<file path="config.mk">
export PLATFORM = sky130hd
export DESIGN_NAME = mem_port_arbiter
export DESIGN_NICKNAME = d
export VERILOG_FILES = /design/src/rtl/mem_port_arbiter.sv
export SDC_FILE = /design/constraint.sdc
export NUM_CORES = 1
export LEC_CHECK = 0
export CORE_MARGIN = 2
export CORE_UTILIZATION = 40
export CTS_CLUSTER_DIAMETER = 30
export DETAILED_ROUTE_END_ITERATION = 16
export GPL_TIMING_DRIVEN = 0
export HOLD_SLACK_MARGIN = 0.12
export PLACE_DENSITY = 0.79
export SYNTH_ARGS = -nofsm -noshare
export SYNTH_HDL_FRONTEND = slang
export SYNTH_SLANG_ARGS = --single-unit
export TNS_END_PERCENT = 50
</file>
<file path="constraint.sdc">
create_clock -name clk -period 1.95 [get_ports clk]
set_input_delay 0.195 -clock clk [delete_from_list [all_inputs] [get_ports clk]]
set_output_delay 0.195 -clock clk [all_outputs]
set_load 0.01 [all_outputs]
</file>
<file path="src/rtl/mem_port_arbiter.sv">
// Arbitrates one variable-latency memory port between instruction fetch (I) and load/store (D).
// Define MEM_ARB_ROUND_ROBIN_EN to break ties round-robin instead of fixed D-over-I priority.
module mem_port_arbiter #(
  parameter int unsigned AW      = 32,
  parameter int unsigned DW      = 32,
  parameter int unsigned TIMEOUT = 16
) (
  input  logic            clk,
  input  logic            reset,
  input  logic            i_req,
  input  logic [AW-1:0]   i_addr,
  output logic            i_ack,
  output logic [DW-1:0]   i_rdata,
  input  logic            d_req,
  input  logic            d_we,
  input  logic [AW-1:0]   d_addr,
  input  logic [DW-1:0]   d_wdata,
  input  logic [DW/8-1:0] d_be,
  output logic            d_ack,
  output logic [DW-1:0]   d_rdata,
  output logic            err,
  output logic            mem_req,
  output logic            mem_we,
  output logic [AW-1:0]   mem_addr,
  output logic [DW-1:0]   mem_wdata,
  output logic [DW/8-1:0] mem_be,
  input  logic            mem_ack,
  input  logic [DW-1:0]   mem_rdata,
  output logic            busy
);

  localparam int unsigned BW = DW / 8;
  localparam int unsigned CW = (TIMEOUT > 2) ? $clog2(TIMEOUT) : 1;

  typedef enum logic [1:0] {IDLE, BUSY_I, BUSY_D, DONE} state_t;

  state_t          state, state_d;
  logic [CW-1:0]   cnt, cnt_d;
  logic            i_ack_d, d_ack_d, err_d, busy_d;
  logic [DW-1:0]   i_rdata_d, d_rdata_d;
  logic            mem_req_d, mem_we_d;
  logic [AW-1:0]   mem_addr_d;
  logic [DW-1:0]   mem_wdata_d;
  logic [BW-1:0]   mem_be_d;
  logic            prefer_d;
  logic            timed_out;

`ifdef MEM_ARB_ROUND_ROBIN_EN
  // Last-grant flag: 1 = D was granted last, so a tie goes to I.
  logic last_d, last_d_nxt;
  assign prefer_d = ~last_d;
`else
  assign prefer_d = 1'b1;
`endif

  assign timed_out = (TIMEOUT != 0) && (cnt == CW'(TIMEOUT - 1));

  // Next-state and next-output logic.
  always_comb begin
    state_d     = state;
    cnt_d       = cnt;
    i_ack_d     = 1'b0;
    d_ack_d     = 1'b0;
    err_d       = 1'b0;
    i_rdata_d   = '0;
    d_rdata_d   = '0;
    mem_req_d   = mem_req;
    mem_we_d    = mem_we;
    mem_addr_d  = mem_addr;
    mem_wdata_d = mem_wdata;
    mem_be_d    = mem_be;
`ifdef MEM_ARB_ROUND_ROBIN_EN
    last_d_nxt  = last_d;
`endif
    case (state)
      IDLE: begin
        if (d_req && (!i_req || prefer_d)) begin
          state_d     = BUSY_D;
          cnt_d       = '0;
          mem_req_d   = 1'b1;
          mem_we_d    = d_we;
          mem_addr_d  = d_addr;
          mem_wdata_d = d_wdata;
          mem_be_d    = d_be;
`ifdef MEM_ARB_ROUND_ROBIN_EN
          last_d_nxt  = 1'b1;
`endif
        end else if (i_req) begin
          state_d     = BUSY_I;
          cnt_d       = '0;
          mem_req_d   = 1'b1;
          mem_we_d    = 1'b0;
          mem_addr_d  = i_addr;
          mem_wdata_d = '0;
          mem_be_d    = '1;
`ifdef MEM_ARB_ROUND_ROBIN_EN
          last_d_nxt  = 1'b0;
`endif
        end
      end
      BUSY_I, BUSY_D: begin
        // mem_ack wins over a timeout landing in the same cycle.
        if (mem_ack || timed_out) begin
          state_d   = DONE;
          mem_req_d = 1'b0;
          err_d     = ~mem_ack;
          if (state == BUSY_D) begin
            d_ack_d   = 1'b1;
            d_rdata_d = mem_ack ? mem_rdata : '0;
          end else begin
            i_ack_d   = 1'b1;
            i_rdata_d = mem_ack ? mem_rdata : '0;
          end
        end else begin
          cnt_d = cnt + CW'(1);
        end
      end
      DONE:    state_d = IDLE;
      default: state_d = IDLE;
    endcase
    busy_d = (state_d != IDLE);
  end

  // State and registered outputs.
  always_ff @(posedge clk or negedge reset) begin
    if (!reset) begin
      state     <= IDLE;
      cnt       <= '0;
      i_ack     <= 1'b0;
      d_ack     <= 1'b0;
      err       <= 1'b0;
      i_rdata   <= '0;
      d_rdata   <= '0;
      mem_req   <= 1'b0;
      mem_we    <= 1'b0;
      mem_addr  <= '0;
      mem_wdata <= '0;
      mem_be    <= '0;
      busy      <= 1'b0;
`ifdef MEM_ARB_ROUND_ROBIN_EN
      last_d    <= 1'b0;
`endif
    end else begin
      state     <= state_d;
      cnt       <= cnt_d;
      i_ack     <= i_ack_d;
      d_ack     <= d_ack_d;
      err       <= err_d;
      i_rdata   <= i_rdata_d;
      d_rdata   <= d_rdata_d;
      mem_req   <= mem_req_d;
      mem_we    <= mem_we_d;
      mem_addr  <= mem_addr_d;
      mem_wdata <= mem_wdata_d;
      mem_be    <= mem_be_d;
      busy      <= busy_d;
`ifdef MEM_ARB_ROUND_ROBIN_EN
      last_d    <= last_d_nxt;
`endif
    end
  end

endmodule
</file>
# Word level (Yosys, flattened, before mapping)

Cells that the tools add are included.
W data, S select, Z words.

Bits in read-only memories: 0
Memories: 0
Bits in writable memories: 0
Latch bits: 0
Register bits: 144
Input bits: 138
Output and inout port bits: 138
Word-level logic and storage cells: 66

Reductions and logical operators: 9
Add/sub/neg operators: 1
Magnitude comparators: 0
Divide/modulo/power cells: 0
Shifts and indexed selects: 0
Multipliers: 0
Muxes and demuxes: 35
Bitwise gates (word level): 1
Equal/unequal tests: 7

Operator list:

| kind                  | number |
|---|---|
| $mux W32              | 11 |
| $mux W4               | 5 |
| $mux W1               | 13 |
| $pmux W4 S2           | 1 |
| $mux W2               | 3 |
| $pmux W2 S3           | 1 |
| $reduce_and A3 Y1     | 2 |
| $reduce_bool A2 Y1    | 3 |
| $add A4 B1 Y4 const B | 1 |
| $eq A2 B2 Y1 const B  | 2 |
| $eq A4 B4 Y1 const B  | 1 |
| $ne A2 B2 Y1 const B  | 2 |
| $ne A3 B3 Y1 const B  | 1 |
| $eq A2 B1 Y1 const B  | 1 |
| $logic_not A2 Y1      | 1 |
| $pmux W1 S2           | 1 |
| $reduce_and A2 Y1     | 1 |
| $reduce_or A2 Y1      | 1 |
| $logic_or A1 B1 Y1    | 1 |
| $not A1 Y1            | 1 |

# Depth between registers and ports, before layout

Depth after elaboration: 5
Mapped depth: 8
Mapped depth without buffers: 5

# Worst setup path after synthesis

OpenSTA, ideal clock, no wires.

Path type: register -> register
Start: reg state[0]
End: reg cnt[0]
Library setup time: 0.087 ns
Path slack: 0.380 ns
Data required time: 1.863 ns
Arrival: 1.483 ns
Cell stages (with the launch flop): 7
Buffers on the path: 1
Period minus slack after synthesis: 1.570 ns
Path through: dfrtp_1 inv_1 ha_1 buf_4 or3b_1 and3_4 a211oi_2

Word-level cells in the longest chain between the ends: 4
Elaborated cells on any way between the ends: 9
Those cells by class: eq/ne (4); mux (1); reduce/logical (4)

Ends and longest elaborated chain:

| what                                                                | RTL line | source |
|---|---|---|
| start: declaration                                                  | 37       | `state_t state, state_d;` |
| start signal: assignment                                            | 144      | `state <= state_d;` |
| $eq A2 B2 Y1 / $eq A2 B1 Y1 (equally long branches)                 | 75       | `case (state)` |
| $reduce_or A2 Y1                                                    | 75       |  |
| $ne A2 B2 Y1 (no line) / $reduce_bool A2 Y1 (equally long branches) | -        |  |
| $reduce_and A3 Y1 (no line)                                         | -        |  |
| end signal: assignment                                              | 145      | `cnt <= cnt_d;` |
| end: declaration                                                    | 38       | `logic [CW-1:0] cnt, cnt_d;` |

Several ways; a longest one is shown, not always the timed one.
A chain may end at the register's enable or synchronous reset.

# Worst setup path after layout

Start: reg state[0]
End: reg i_rdata[3]

Word-level cells in the longest chain between the ends: 4
Elaborated cells on any way between the ends: 6
Those cells by class: eq/ne (2); mux (3); reduce/logical (1)

Ends and longest elaborated chain:

| what                   | RTL line | source |
|---|---|---|
| $eq A2 B2 Y1           | 75, 107  |  |
| $mux W32               | 107      | `if (state == BUSY_D) begin` |
| $mux W32               | 103      | `if (mem_ack \|\| timed_out) begin` |
| $mux W32 (*)           | 75       |  |
| net i_rdata_d[3]       | 40       | `logic [DW-1:0] i_rdata_d, d_rdata_d;` |
| end signal: assignment | 149      | `i_rdata <= i_rdata_d;` |
| end: declaration       | 13       | `output logic [DW-1:0] i_rdata,` |

Mark *: on every way through the listed nets, which the timed path passes. The rest lies on a longest branch.

==> flow_summary.toml <==
[hold_path]
hp-class = "in2reg"
min_from = "mem_ack"

[timing]
fmax_mhz = 552
hold_viol = 0
post-route-period-util = 0.928
maxSlewViolCount = 0
tightest_slew_ps = 525
min_period_ps = 1810
holdWs_ps = 156
slew_headroom = 0.650
setup_viol = 0
finClkSkew_ps = 7.90
grt_setup_unrepaired = "yes"

[layout]
finalInstanceArea_um2 = 9070
num-nets-final = 901
antennaDiodeCount = 0
area_growth_pct = 65.9
drive_gt1_frac = 0.0738

[pwr]
peakVddDrop_v = 0.000735
power_leakage_nw = 4.06
design_power_total_w = 0.0131
power_density_nw_per_um2 = 1440

[logic_synthesis]
yosysMostFrequentCell = "dfrtp_1"
synth_cells = 466
synth_top_cell_by_area = "dfrtp_1"
synth-edff-count = 0
yosys_register_bits = 144
synth_area_um2 = 5470
postSynth.asyncResetShare = 1.00
synthesis.nets = 608
ys_warn_count = 0
synth_top_area_share = 0.659
syn_avg_cell_area_um2 = 11.7
synth_area_leaders = "dfrtp_1 (66%), mux2i_1 (5.9%), a22o_1 (5.3%)"
synth_ff_type = "dfrtp_1"
yosysSeqAreaShare = 0.659
yosys-top-cells-count = "dfrtp_1 (144), nor2_1 (75), nand2_1 (70)"
netlist-cell-type-count = 37

[worst_setup_path]
worstPathArrival_ps = 2090
cp-startpoint = "state[0]"
crit_slowest_cell = "dfrtp_1"
worstPathRequired_ps = 2230
path_max_fanout = 10
regToRegSetupSlack_ps = 140
cp_cell_sequence = "inv_1 > ha_1 > nand2b_1 > clkbuf_1 > buf_1 > nor2_1"
critPathKind = "reg2reg"
crit_path_end_kind = "register"
r2r_start = "state[0]"
max_stage_delay_ps = 390
cp-start-kind = "register"

[floorplanning]
placementRows = 42
die_h_um = 121
core_um2 = 13300
start_util = 0.411
ioPinCount = 276
die_area_um2 = 14600
die_x_um = 121

[global_route]
track_usage = 0.228
grt_pass1_wl_um = 25300
antenna_found_initial = 0
grt_max_degree = 109
grt_overflow = 0
grt_pass1_vias = 4930

[route]
wl_um = 16200
detail-route-antenna-nets = 0
drc = 0
wl_per_cell_um = 17.1
drt_iter0_markers = 213
vias = 4610
viasPerCell = 4.86
first_pass_iters = 4

[placed_design]
gp_congestion = 0.831
postPlaceCellArea_um2 = 8440
portBuffers = 272
dp_hpwl_um = 12000

[clock_tree]
cts_tree = "done"
path_clk_slew_ps = 60
clockBufferDepth = 2
cts_buffers = 17
htreeDepth = 4
clkLatencyLatePin_ps = 420
clkSinkCount = 144
cts_setup_buffers = 0
cts_root_buf = "clkbuf_16"

[status]
status = "completed"

[run]
drv_cap = 0
[placed cells by master (no fill, tap or decap), drive strengths merged]
master,count
nand2b,2
o311ai,1
clkdlybuf4s50,271
a311oi,1
and2,1
nor2,75
dfrtp,144
nor3b,3
clkinv,6
or3b,1
a21oi,3
bufinv,3
and3,1
o21ai,37
a211oi,2
buf,19
clkbuf,34
mux2i,32
a22o,33
o22a,4
mux2,1
o21bai,1
nand2,70
nor3,2
a31oi,1
nor4b,2
a311o,1
o211ai,1
a221o,1
ha,4
and4b,1
nor2b,3
inv,7
dlygate4sd3,1
o21a,1
clkinvlp,1
nand3b,1
[logic make-up (layout without fill, tap and decap cells)]
logic type	count (synthesis)	count (layout)	share of synthesized area
AND/OR/NAND/NOR	162	162	0.122
flip-flops	144	144	0.659
AO/OA/AOI/OAI	87	87	0.117
buffers and inverters	36	342	0.0318
multiplexers	33	33	0.0607
adder cells (fa/ha/maj)	4	4	0.00916
[registers in the layout, indices dropped and copies added (netlist names)]
register / cells
busy: 1
cnt: 4
d_ack: 1
d_rdata: 32
err: 1
i_ack: 1
i_rdata: 32
mem_addr: 32
mem_be: 4
mem_req: 1
mem_wdata: 32
mem_we: 1
state: 2
[worst max-delay path: cells and delay by family (launching register included)]
kind | cells | cell delay [ps]
adders and majority gates | 1 | 360
buffers and inverters | 3 | 700
DFF | 1 | 390
and+or+nand+nor | 2 | 210
[per-stage QoR]
stage / std cells / TNS [ps] / util / worst slack, ps
2_1_floorplan: 466 / 0 / - / 380
3_3_place_gp: 914 / -673950 / 0.632 / -4690
3_5_place_dp: 915 / 0 / 0.635 / 78.5
4_1_cts: 948 / 0 / 0.681 / 64.9
5_1_grt: 948 / -312 / 0.682 / -38.2
6_report: 948 / 0 / 0.682 / 140
[routing by layer]
metal	up-vias	track usage	routed length, um
li1	2158	-	-
met5	-	0	0
met1	2206	0.263	6170
met3	30	0.0761	1470
met4	0	0.0858	359
met2	216	0.393	8160
[area by class of cell]
cell class / count / area, um^2
Fill cell: 974 / 4230
Sequential cell: 144 / 3600
Timing Repair Buffer: 274 / 2760
Multi-Input combinational cell: 286 / 1690
Clock buffer: 18 / 429
Tap cell: 176 / 220
Clock inverter: 14 / 180
Buffer: 33 / 168
Inverter: 3 / 11.3
[path summary, 6_finish.rpt]
check                               endpoint  cells past startpoint
worst max register to register    i_rdata[3]                      6
worst min register to register  mem_addr[23]                      2
max in group asynchronous       mem_addr[27]                      3
worst max-delay path              i_rdata[3]                      6
min in group asynchronous        d_rdata[24]                      2
worst min-delay path              i_rdata[1]                      3
[power breakdown]
part	leakage (nW)	internal [W]	switching, W	total [W]
Sequential	1.88	0.00399	0.000539	0.00453
Combinational	1.89	0.00272	0.00252	0.00524
Clock	0.297	0.00203	0.00129	0.00332
[timing repair]
item	CTS	global route
endpoints found under the hold margin	36	0
setup endpoints to repair	0	53
gates resized for setup	0	11
hold buffers	1	0
No activity file was read; power rests on OpenSTA's default activity.
